==> src/rtl/axil_slave_regfile.sv <==
// axil_slave_regfile
//
// AXI-Lite slave that exposes NUMBER_REG word-wide registers. Read-write
// slots are stored locally and driven on reg_out; read-only slots (RO_MASK)
// return reg_in on reads and reject writes with SLVERR. Accesses outside the
// register window complete with DECERR so the interconnect never stalls.
//
// Ports:
//   aclk, aresetn        clock, asynchronous active-low reset
//   s_axil_aw*/w*/b*     write address, write data, write response channels
//   s_axil_ar*/r*        read address, read data channels
//   reg_out[NUMBER_REG]  register contents (read-only slots drive 0)
//   reg_in[NUMBER_REG]   status inputs, only used for read-only slots
//   reg_wr_pulse         one-cycle strobe per successful register write
//
// Write FSM
//   state  | meaning
//   W_IDLE | collecting AW and W into holding registers; commits once both held
//   W_RESP | bvalid asserted, waiting for bready
// Read FSM
//   state  | meaning
//   R_IDLE | arready high, decode and load rdata/rresp on AR handshake
//   R_DATA | rvalid asserted, payload held until rready

module axil_slave_regfile #(
    parameter int                          NUMBER_REG      = 16,
    parameter int                          AXI_DATA_WIDTH  = 32,
    parameter int                          AXI_ADDR_WIDTH  = 32,
    parameter logic [AXI_ADDR_WIDTH-1:0]   AXI_ADDR_OFFSET = '0,
    parameter logic [NUMBER_REG-1:0]       RO_MASK         = '0
) (
    input  logic                          aclk,
    input  logic                          aresetn,

    input  logic [AXI_ADDR_WIDTH-1:0]     s_axil_awaddr,
    input  logic                          s_axil_awvalid,
    output logic                          s_axil_awready,
    input  logic [AXI_DATA_WIDTH-1:0]     s_axil_wdata,
    input  logic [AXI_DATA_WIDTH/8-1:0]   s_axil_wstrb,
    input  logic                          s_axil_wvalid,
    output logic                          s_axil_wready,
    output logic [1:0]                    s_axil_bresp,
    output logic                          s_axil_bvalid,
    input  logic                          s_axil_bready,

    input  logic [AXI_ADDR_WIDTH-1:0]     s_axil_araddr,
    input  logic                          s_axil_arvalid,
    output logic                          s_axil_arready,
    output logic [AXI_DATA_WIDTH-1:0]     s_axil_rdata,
    output logic [1:0]                    s_axil_rresp,
    output logic                          s_axil_rvalid,
    input  logic                          s_axil_rready,

    output logic [AXI_DATA_WIDTH-1:0]     reg_out [NUMBER_REG],
    input  logic [AXI_DATA_WIDTH-1:0]     reg_in  [NUMBER_REG],
    output logic [NUMBER_REG-1:0]         reg_wr_pulse
);

    localparam int STRB_W   = AXI_DATA_WIDTH / 8;
    localparam int ADDR_LSB = $clog2(STRB_W);

    localparam logic [1:0] RESP_OKAY   = 2'b00;
    localparam logic [1:0] RESP_SLVERR = 2'b10;
    localparam logic [1:0] RESP_DECERR = 2'b11;

    typedef enum logic {W_IDLE, W_RESP} w_state_t;
    typedef enum logic {R_IDLE, R_DATA} r_state_t;

    // Word index relative to the base; only meaningful when dec_hit is true.
    function automatic logic [AXI_ADDR_WIDTH-1:0] dec_idx(input logic [AXI_ADDR_WIDTH-1:0] addr);
        return (addr - AXI_ADDR_OFFSET) >> ADDR_LSB;
    endfunction

    function automatic logic dec_hit(input logic [AXI_ADDR_WIDTH-1:0] addr);
        return (addr >= AXI_ADDR_OFFSET) &&
               (dec_idx(addr) < AXI_ADDR_WIDTH'(NUMBER_REG));
    endfunction

    // Write path state
    w_state_t                    w_state_q, w_state_d;
    logic                        aw_held_q, aw_held_d;
    logic                        w_held_q,  w_held_d;
    logic [AXI_ADDR_WIDTH-1:0]   awaddr_q,  awaddr_d;
    logic [AXI_DATA_WIDTH-1:0]   wdata_q,   wdata_d;
    logic [STRB_W-1:0]           wstrb_q,   wstrb_d;
    logic                        bvalid_q,  bvalid_d;
    logic [1:0]                  bresp_q,   bresp_d;
    logic [NUMBER_REG-1:0]       wr_pulse_q, wr_pulse_d;
    logic [AXI_DATA_WIDTH-1:0]   regs_q [NUMBER_REG];
    logic [AXI_DATA_WIDTH-1:0]   regs_d [NUMBER_REG];
    logic [AXI_ADDR_WIDTH-1:0]   wr_idx;
    logic                        wr_hit;

    // Read path state
    r_state_t                    r_state_q, r_state_d;
    logic                        rvalid_q,  rvalid_d;
    logic [1:0]                  rresp_q,   rresp_d;
    logic [AXI_DATA_WIDTH-1:0]   rdata_q,   rdata_d;
    logic [AXI_ADDR_WIDTH-1:0]   rd_idx;
    logic                        rd_hit;

    always_comb begin
        w_state_d      = w_state_q;
        aw_held_d      = aw_held_q;
        w_held_d       = w_held_q;
        awaddr_d       = awaddr_q;
        wdata_d        = wdata_q;
        wstrb_d        = wstrb_q;
        bvalid_d       = bvalid_q;
        bresp_d        = bresp_q;
        wr_pulse_d     = '0;
        regs_d         = regs_q;
        s_axil_awready = 1'b0;
        s_axil_wready  = 1'b0;
        wr_idx         = dec_idx(awaddr_q);
        wr_hit         = dec_hit(awaddr_q);

        case (w_state_q)
            W_IDLE: begin
                s_axil_awready = !aw_held_q;
                s_axil_wready  = !w_held_q;
                if (s_axil_awvalid && !aw_held_q) begin
                    aw_held_d = 1'b1;
                    awaddr_d  = s_axil_awaddr;
                end
                if (s_axil_wvalid && !w_held_q) begin
                    w_held_d = 1'b1;
                    wdata_d  = s_axil_wdata;
                    wstrb_d  = s_axil_wstrb;
                end
                // Commit uses the held copies, so a channel arriving this
                // cycle is acted on one cycle later.
                if (aw_held_q && w_held_q) begin
                    bvalid_d  = 1'b1;
                    w_state_d = W_RESP;
                    bresp_d   = wr_hit ? RESP_OKAY : RESP_DECERR;
                    for (int i = 0; i < NUMBER_REG; i++) begin
                        if (wr_hit && (wr_idx == AXI_ADDR_WIDTH'(i))) begin
                            if (RO_MASK[i]) begin
                                bresp_d = RESP_SLVERR;
                            end else begin
                                wr_pulse_d[i] = 1'b1;
                                for (int b = 0; b < STRB_W; b++) begin
                                    if (wstrb_q[b]) begin
                                        regs_d[i][8*b +: 8] = wdata_q[8*b +: 8];
                                    end
                                end
                            end
                        end
                    end
                end
            end
            W_RESP: begin
                if (bvalid_q && s_axil_bready) begin
                    bvalid_d  = 1'b0;
                    aw_held_d = 1'b0;
                    w_held_d  = 1'b0;
                    w_state_d = W_IDLE;
                end
            end
            default: w_state_d = W_IDLE;
        endcase
    end

    always_comb begin
        r_state_d      = r_state_q;
        rvalid_d       = rvalid_q;
        rresp_d        = rresp_q;
        rdata_d        = rdata_q;
        s_axil_arready = 1'b0;
        rd_idx         = dec_idx(s_axil_araddr);
        rd_hit         = dec_hit(s_axil_araddr);

        case (r_state_q)
            R_IDLE: begin
                s_axil_arready = 1'b1;
                if (s_axil_arvalid) begin
                    rvalid_d  = 1'b1;
                    r_state_d = R_DATA;
                    rresp_d   = rd_hit ? RESP_OKAY : RESP_DECERR;
                    rdata_d   = '0;
                    // regs_q (not regs_d) so a same-edge write is not visible.
                    for (int i = 0; i < NUMBER_REG; i++) begin
                        if (rd_hit && (rd_idx == AXI_ADDR_WIDTH'(i))) begin
                            rdata_d = RO_MASK[i] ? reg_in[i] : regs_q[i];
                        end
                    end
                end
            end
            R_DATA: begin
                if (s_axil_rready) begin
                    rvalid_d  = 1'b0;
                    r_state_d = R_IDLE;
                end
            end
            default: r_state_d = R_IDLE;
        endcase
    end

    always_ff @(posedge aclk or negedge aresetn) begin
        if (!aresetn) begin
            w_state_q  <= W_IDLE;
            aw_held_q  <= 1'b0;
            w_held_q   <= 1'b0;
            awaddr_q   <= '0;
            wdata_q    <= '0;
            wstrb_q    <= '0;
            bvalid_q   <= 1'b0;
            bresp_q    <= RESP_OKAY;
            wr_pulse_q <= '0;
            for (int i = 0; i < NUMBER_REG; i++) begin
                regs_q[i] <= '0;
            end
            r_state_q  <= R_IDLE;
            rvalid_q   <= 1'b0;
            rresp_q    <= RESP_OKAY;
            rdata_q    <= '0;
        end else begin
            w_state_q  <= w_state_d;
            aw_held_q  <= aw_held_d;
            w_held_q   <= w_held_d;
            awaddr_q   <= awaddr_d;
            wdata_q    <= wdata_d;
            wstrb_q    <= wstrb_d;
            bvalid_q   <= bvalid_d;
            bresp_q    <= bresp_d;
            wr_pulse_q <= wr_pulse_d;
            for (int i = 0; i < NUMBER_REG; i++) begin
                regs_q[i] <= regs_d[i];
            end
            r_state_q  <= r_state_d;
            rvalid_q   <= rvalid_d;
            rresp_q    <= rresp_d;
            rdata_q    <= rdata_d;
        end
    end

    always_comb begin
        for (int i = 0; i < NUMBER_REG; i++) begin
            reg_out[i] = RO_MASK[i] ? '0 : regs_q[i];
        end
    end

    assign s_axil_bvalid = bvalid_q;
    assign s_axil_bresp  = bresp_q;
    assign s_axil_rvalid = rvalid_q;
    assign s_axil_rresp  = rresp_q;
    assign s_axil_rdata  = rdata_q;
    assign reg_wr_pulse  = wr_pulse_q;

endmodule

==> config.mk <==
export PLATFORM = sky130hd
export DESIGN_NAME = axil_slave_regfile
export DESIGN_NICKNAME = d
export VERILOG_FILES = /design/src/rtl/axil_slave_regfile.sv
export SDC_FILE = /design/constraint.sdc
export NUM_CORES = 1
export LEC_CHECK = 0
export ABC_CLOCK_PERIOD_IN_PS = 3200
export CORE_AREA = 4 4 465 467
export CTS_CLUSTER_SIZE = 30
export DETAILED_ROUTE_END_ITERATION = 8
export DIE_AREA = 0 0 469 471
export PLACE_DENSITY_LB_ADDON = 0.08
export SYNTH_ARGS = -nofsm -noshare
export SYNTH_HDL_FRONTEND = slang
export SYNTH_SLANG_ARGS = --single-unit
==> constraint.sdc <==
create_clock -name aclk -period 3.2 [get_ports aclk]
set_input_delay 0.64 -clock aclk [delete_from_list [all_inputs] [get_ports aclk]]
set_output_delay 0.64 -clock aclk [all_outputs]
set_load 0.005 [all_outputs]
**Yosys cells after proc, flatten, opt, wreduce, memory -nomap -nowiden**

Cells that the tools add are included.

- Order comparisons: 4
- Equality and inequality tests: 36
- Mux-type cells: 55
- Bitwise gates (word level): 2
- Reduce and logical (&&, ||, !) cells: 114

Operators by type and width:

| kind | number |
|---|---|
| 2-to-1 mux 32 bit | 16 |
| equality test 30 x 4 -> 1 bit, second input constant | 16 |
| AND reduction 4 bit | 64 |
| equality test 30 x 3 -> 1 bit, second input constant | 8 |
| equality test 30 x 2 -> 1 bit, second input constant | 4 |
| greater-or-equal comparator 32 x 1 -> 1 bit, second input constant | 2 |
| logical NOT 32 bit | 2 |
| equality test 30 x 1 -> 1 bit, second input constant | 2 |
| less-than comparator 30 x 5 -> 1 bit, second input constant | 2 |
| logical AND 1 bit | 38 |
| 2-to-1 mux 16 bit | 2 |
| 2-to-1 mux 1 bit | 29 |
| AND reduction 2 bit | 8 |
| one-hot mux 1 bit (2 select lines) | 6 |
| inequality test 2 bit, second input constant | 5 |
| 2-to-1 mux 2 bit | 2 |
| logical NOT 1 bit | 2 |
| inequality test 2 x 1 -> 1 bit, second input constant | 1 |
| inverter 1 bit | 2 |

- Register bits: 638

**Longest topological paths before layout**

- Depth in word-level cells: 19
- Depth in mapped cells: 11

**Least setup slack after synthesis**

No wires, ideal clock.

- Kind: input-to-reg
- Start: input port s_axil_araddr[13]
- End: register rdata_q[26], in the netlist s_axil_rdata[26]
- Setup time: 0.077 ns
- Data arrival time: 2.946 ns
- Required time: 3.123 ns
- Slack: 0.177 ns
- Stages: 8
- Cells stage by stage: nor4_1 -> nand3_1 -> clkbuf_1 -> nor4_2 -> buf_2 -> nand2_1 -> a31o_2 -> a21oi_1

- Word-level cells in the longest chain between the ends: 19

RTL lines:

| element | line | text |
|---|---|---|
| start, declared | 46 | `input logic [AXI_ADDR_WIDTH-1:0] s_axil_araddr,` |
| greater-or-equal comparator 32 x 1 -> 1 bit / less-than comparator 30 x 5 -> 1 bit (equally long branches) | 75, 76 |  |
| logical AND 1 bit | 75 | `return (addr >= AXI_ADDR_OFFSET) &&` |
| logical AND 1 bit | 184 | `if (rd_hit && (rd_idx == AXI_ADDR_WIDTH'(i))) begin` |
| 2-to-1 mux 32 bit (15 in series) | 184 |  |
| 2-to-1 mux 32 bit * | 184 |  |
| end signal, assigned | 234 | `rdata_q <= rdata_d;` |
| end, declared | 98 | `logic [AXI_DATA_WIDTH-1:0] rdata_q, rdata_d;` |

Mark *: on every way between the ends. The rest lies on a longest branch, timed or not.
A chain may end at the register's enable or synchronous reset.

**Worst setup path after layout**

- Start: input port s_axil_araddr[12]
- End: register rdata_q[7], in the netlist s_axil_rdata[7]

Same word-level chain as after synthesis.

==> metrics <==
run status complete, but fails checks; violated checks setup timing; 1st-iter DRT viols 1436; IO Port Bufs 671; DR vias/cell 4.05; final setup TNS -15.7 ps; clk sink count 634; CTS Buffer Depth 3; Post-DRT Antenna Nets 0; Starting Density 13.8%; routability cong. 0.784; Max Fclk 311 MHz; Placeable Area 212000 um2; Syn-to-layout area delta 60.3%; largest net degree at the start of global routing 96; CTS Buf Count 89; WL/cell 34.9 um; CP Capture Type flop; met1 global-route usage 26.8%; initial antenna violation count 29; Seq cells post-synth 634; Peak VDD IR 0.000365 V; Final setup viols 1; crit-path max FO 14; max-cap viol count 0; drt first pass iters 7; crit path DAT 3830 ps; GR Layer Usage met2 28.5%; row count 169; sequential fraction of the synthesis area 54.3%; final-report hold violation count 0; Syn Inst Count 2258; die height 471 um; clock slew at reported path FFs 60 ps; drt total wl 218000 um; required time worst endpoint 3810 ps; Residual DRC 0; Syn Std Cell Area 29200 um2; min Tclk post-route 3220 ps; die area 221000 um2; # H-tree levels 3; CTS tree built; clk_skew 52.8 ps; cell area power density 507 nW/um2; met3 Use GR 7.26%; WS Path Type input pin to flop; Final nets 3957; RSZ-0062 raised after global routing yes; DR vias 25300; Ports 1188; type of origin of the critical path input pin; LEAKAGE 0.0206 uW; synth warn 0; Slew Limit Fails 0; Mapped Avg Cell Area 12.9 um2; dpl hpwl 174000 um; Clk Latency, worst-skew pair 730 ps; Die W 469 um; Slew HR 18.5%; total track usage 19.2%; vias in the first global route 26500; Async S/R FF share, synth 100%; pre-CTS setup slack -1680 ps; root buf cell clkbuf_16; share of layout cells above drive strength 1 37.4%; busiest grt layer met2; total grt overflow 0; Worst Hold Class input pin to asynchronous set/reset pin; final setup margin -15.7 ps; first-pass GRT wire length 282000 um; post-synth cell types 80; ys flop type dfrtp_1; fillcell total 22800; EDFF count, synth 0; worst slew pin tran 1220 ps; fin crit share 100%; Synthesized Nets 2877
==> worst paths after layout <==
path | start | end | slack [ps] | depth (start not counted)
setup / recovery | s_axil_araddr[12] | s_axil_rdata[7]$_DFFE_PN0P_ | -20 | 13
hold / removal | aresetn | reg_out[181]$_DFFE_PN0P_ | 500 | 2
setup reg to reg | awaddr_q[9]$_DFFE_PN0P_ | reg_out[121]$_DFFE_PN0P_ | 40 | 9
hold reg to reg | awaddr_q[15]$_DFFE_PN0P_ | awaddr_q[15]$_DFFE_PN0P_ | 500 | 1
max in group asynchronous | aresetn | reg_out[300]$_DFFE_PN0P_ | 1620 | 3
min in group aclk | s_axil_awaddr[5] | awaddr_q[5]$_DFFE_PN0P_ | 500 | 3
==> synthesized netlist by cell type (9+ instances only) <==
master	instances	area share [%]
dfrtp_1	634	54
mux2_2	518	20
clkbuf_1	114	1.5
nand2_1	107	1.4
nor2_1	95	1.2
a21oi_1	67	1.1
o21ai_0	57	0.98
mux2_4	40	2.1
nor4_1	36	0.77
nor3_1	35	0.60
mux2_1	32	1.2
o22ai_1	32	0.69
a221oi_1	28	0.84
nand2_4	24	0.93
nand3_1	22	0.38
a211oi_1	21	0.54
a22oi_1	21	0.54
mux4_2	21	1.6
buf_1	20	0.26
inv_1	17	0.22
or3_1	17	0.36
nand4_1	16	0.34
nor2b_1	16	0.34
a2111oi_0	15	0.45
a22o_1	15	0.45
nand2b_1	13	0.28
o221ai_1	12	0.36
mux2i_1	11	0.38
or4_1	11	0.28
a222oi_1	10	0.34
o2bb2ai_1	10	0.30
a31oi_1	9	0.19
buf_2	9	0.15
o211ai_1	9	0.23
==> registers in the layout, indices dropped and copies added, names as in the netlist <==
| name | cells |
|---|---|
| aw_held_q | 1 |
| wdata_q | 32 |
| s_axil_rresp | 1 |
| wstrb_q | 4 |
| s_axil_rvalid | 1 |
| s_axil_bvalid | 1 |
| w_held_q | 1 |
| awaddr_q | 30 |
| reg_out | 512 |
| w_state_q | 1 |
| s_axil_bresp | 1 |
| s_axil_rdata | 32 |
| r_state_q | 1 |
| reg_wr_pulse | 16 |
==> power by group <==
group / leakage (uW) / internal, uW / switching, uW
Sequential: 0.00867 / 8480 / 2170
Clock: 0.00146 / 6210 / 4320
Combinational: 0.0105 / 1120 / 1430
==> what timing repair did <==
item                                   in CTS  in global routing
resized for setup                          25                 16
cloned                                      0                  0
setup endpoints to repair                 227                204
buffers inserted                            5                  2
endpoints found under the hold margin      22                  0
pin swaps                                   4                  6
hold buffers                                1                  0
==> worst max-delay path: stages <==
cell and delay, ps:
clkdlybuf4s50_1 450, buf_4 150, nor4_2 540, buf_4 220, nand3_2 110, buf_12 180, buf_4 150, nor3_4 280
buf_4 190, o211ai_1 80, buf_4 180, a211o_1 340, a211oi_1 270
==> cells by family (layout without fill, tap and decap cells) <==
| kind of cell | count (synthesis) | in the layout | share of synthesized area, % |
|---|---|---|---|
| AOI/OAI and AO/OA | 390 | 390 | 9.59 |
| xor gates and xnor gates | 1 | 1 | 0.0300 |
| buffers and inverters | 165 | 1314 | 2.21 |
| DFF | 634 | 634 | 54.3 |
| muxes | 622 | 622 | 25.3 |
| other | 0 | 16 | 0 |
| and+or+nand+nor | 446 | 446 | 8.56 |
==> stage by stage <==
step | area (um2) | instances | total power (uW) | utilization (%) | hold WS, ps
6_report | 46800 | 6244 | 23700 | 22.1 | 495
5_1_grt | 46700 | 6228 | 24700 | 22.1 | 451
4_1_cts | 46700 | 6226 | 24200 | 22.0 | 412
3_5_place_dp | 43500 | 6060 | 13400 | 20.5 | 490
3_3_place_gp | 43500 | 6060 | 13400 | 20.5 | 487
2_1_floorplan | 29200 | 2258 | 10600 | - | 344
==> layout make-up <==
cell class,instances,area (um2),area share (%)
Sequential cell,634,15900,33.9
Multi-Input combinational cell,1459,12900,27.7
Timing Repair Buffer,1135,11300,24.2
Tap cell,2821,3530,7.54
Clock buffer,139,2670,5.70
Clock inverter,21,350,0.749
Inverter,19,71.3,0.152
Antenna cell,16,40.0,0.0856
==> metal layers <==
layer	part of all wire, %	wire length, um	vias to the layer above
met2	42	91900	933
met4	1.5	3220	10
met3	9.2	20000	145
met1	47	103000	13400
met5	0.027	59	-
li1	-	-	10800
==> layout by cell type, fill, tap and decap left out, types with 14 or more instances in the layout <==
cell type          n
clkdlybuf4s50_1  667
dfrtp_1          633
mux2_2           517
buf_4            369
nand2_1          101
nor2_1            91
clkbuf_16         89
buf_12            88
a21oi_1           67
o21ai_0           57
mux2_4            41
nor4_1            32
mux2_1            32
o22ai_1           32
nor3_1            29
a221oi_1          27
clkbuf_1          25
clkbuf_8          25
nand2_4           23
a211oi_1          21
a22oi_1           21
mux4_2            21
nand3_1           19
inv_1             17
diode_2           16
nand4_1           16
or3_1             16
a22o_1            15
nor2b_1           14
a2111oi_0         14
(Power assumes the default switching activity.)
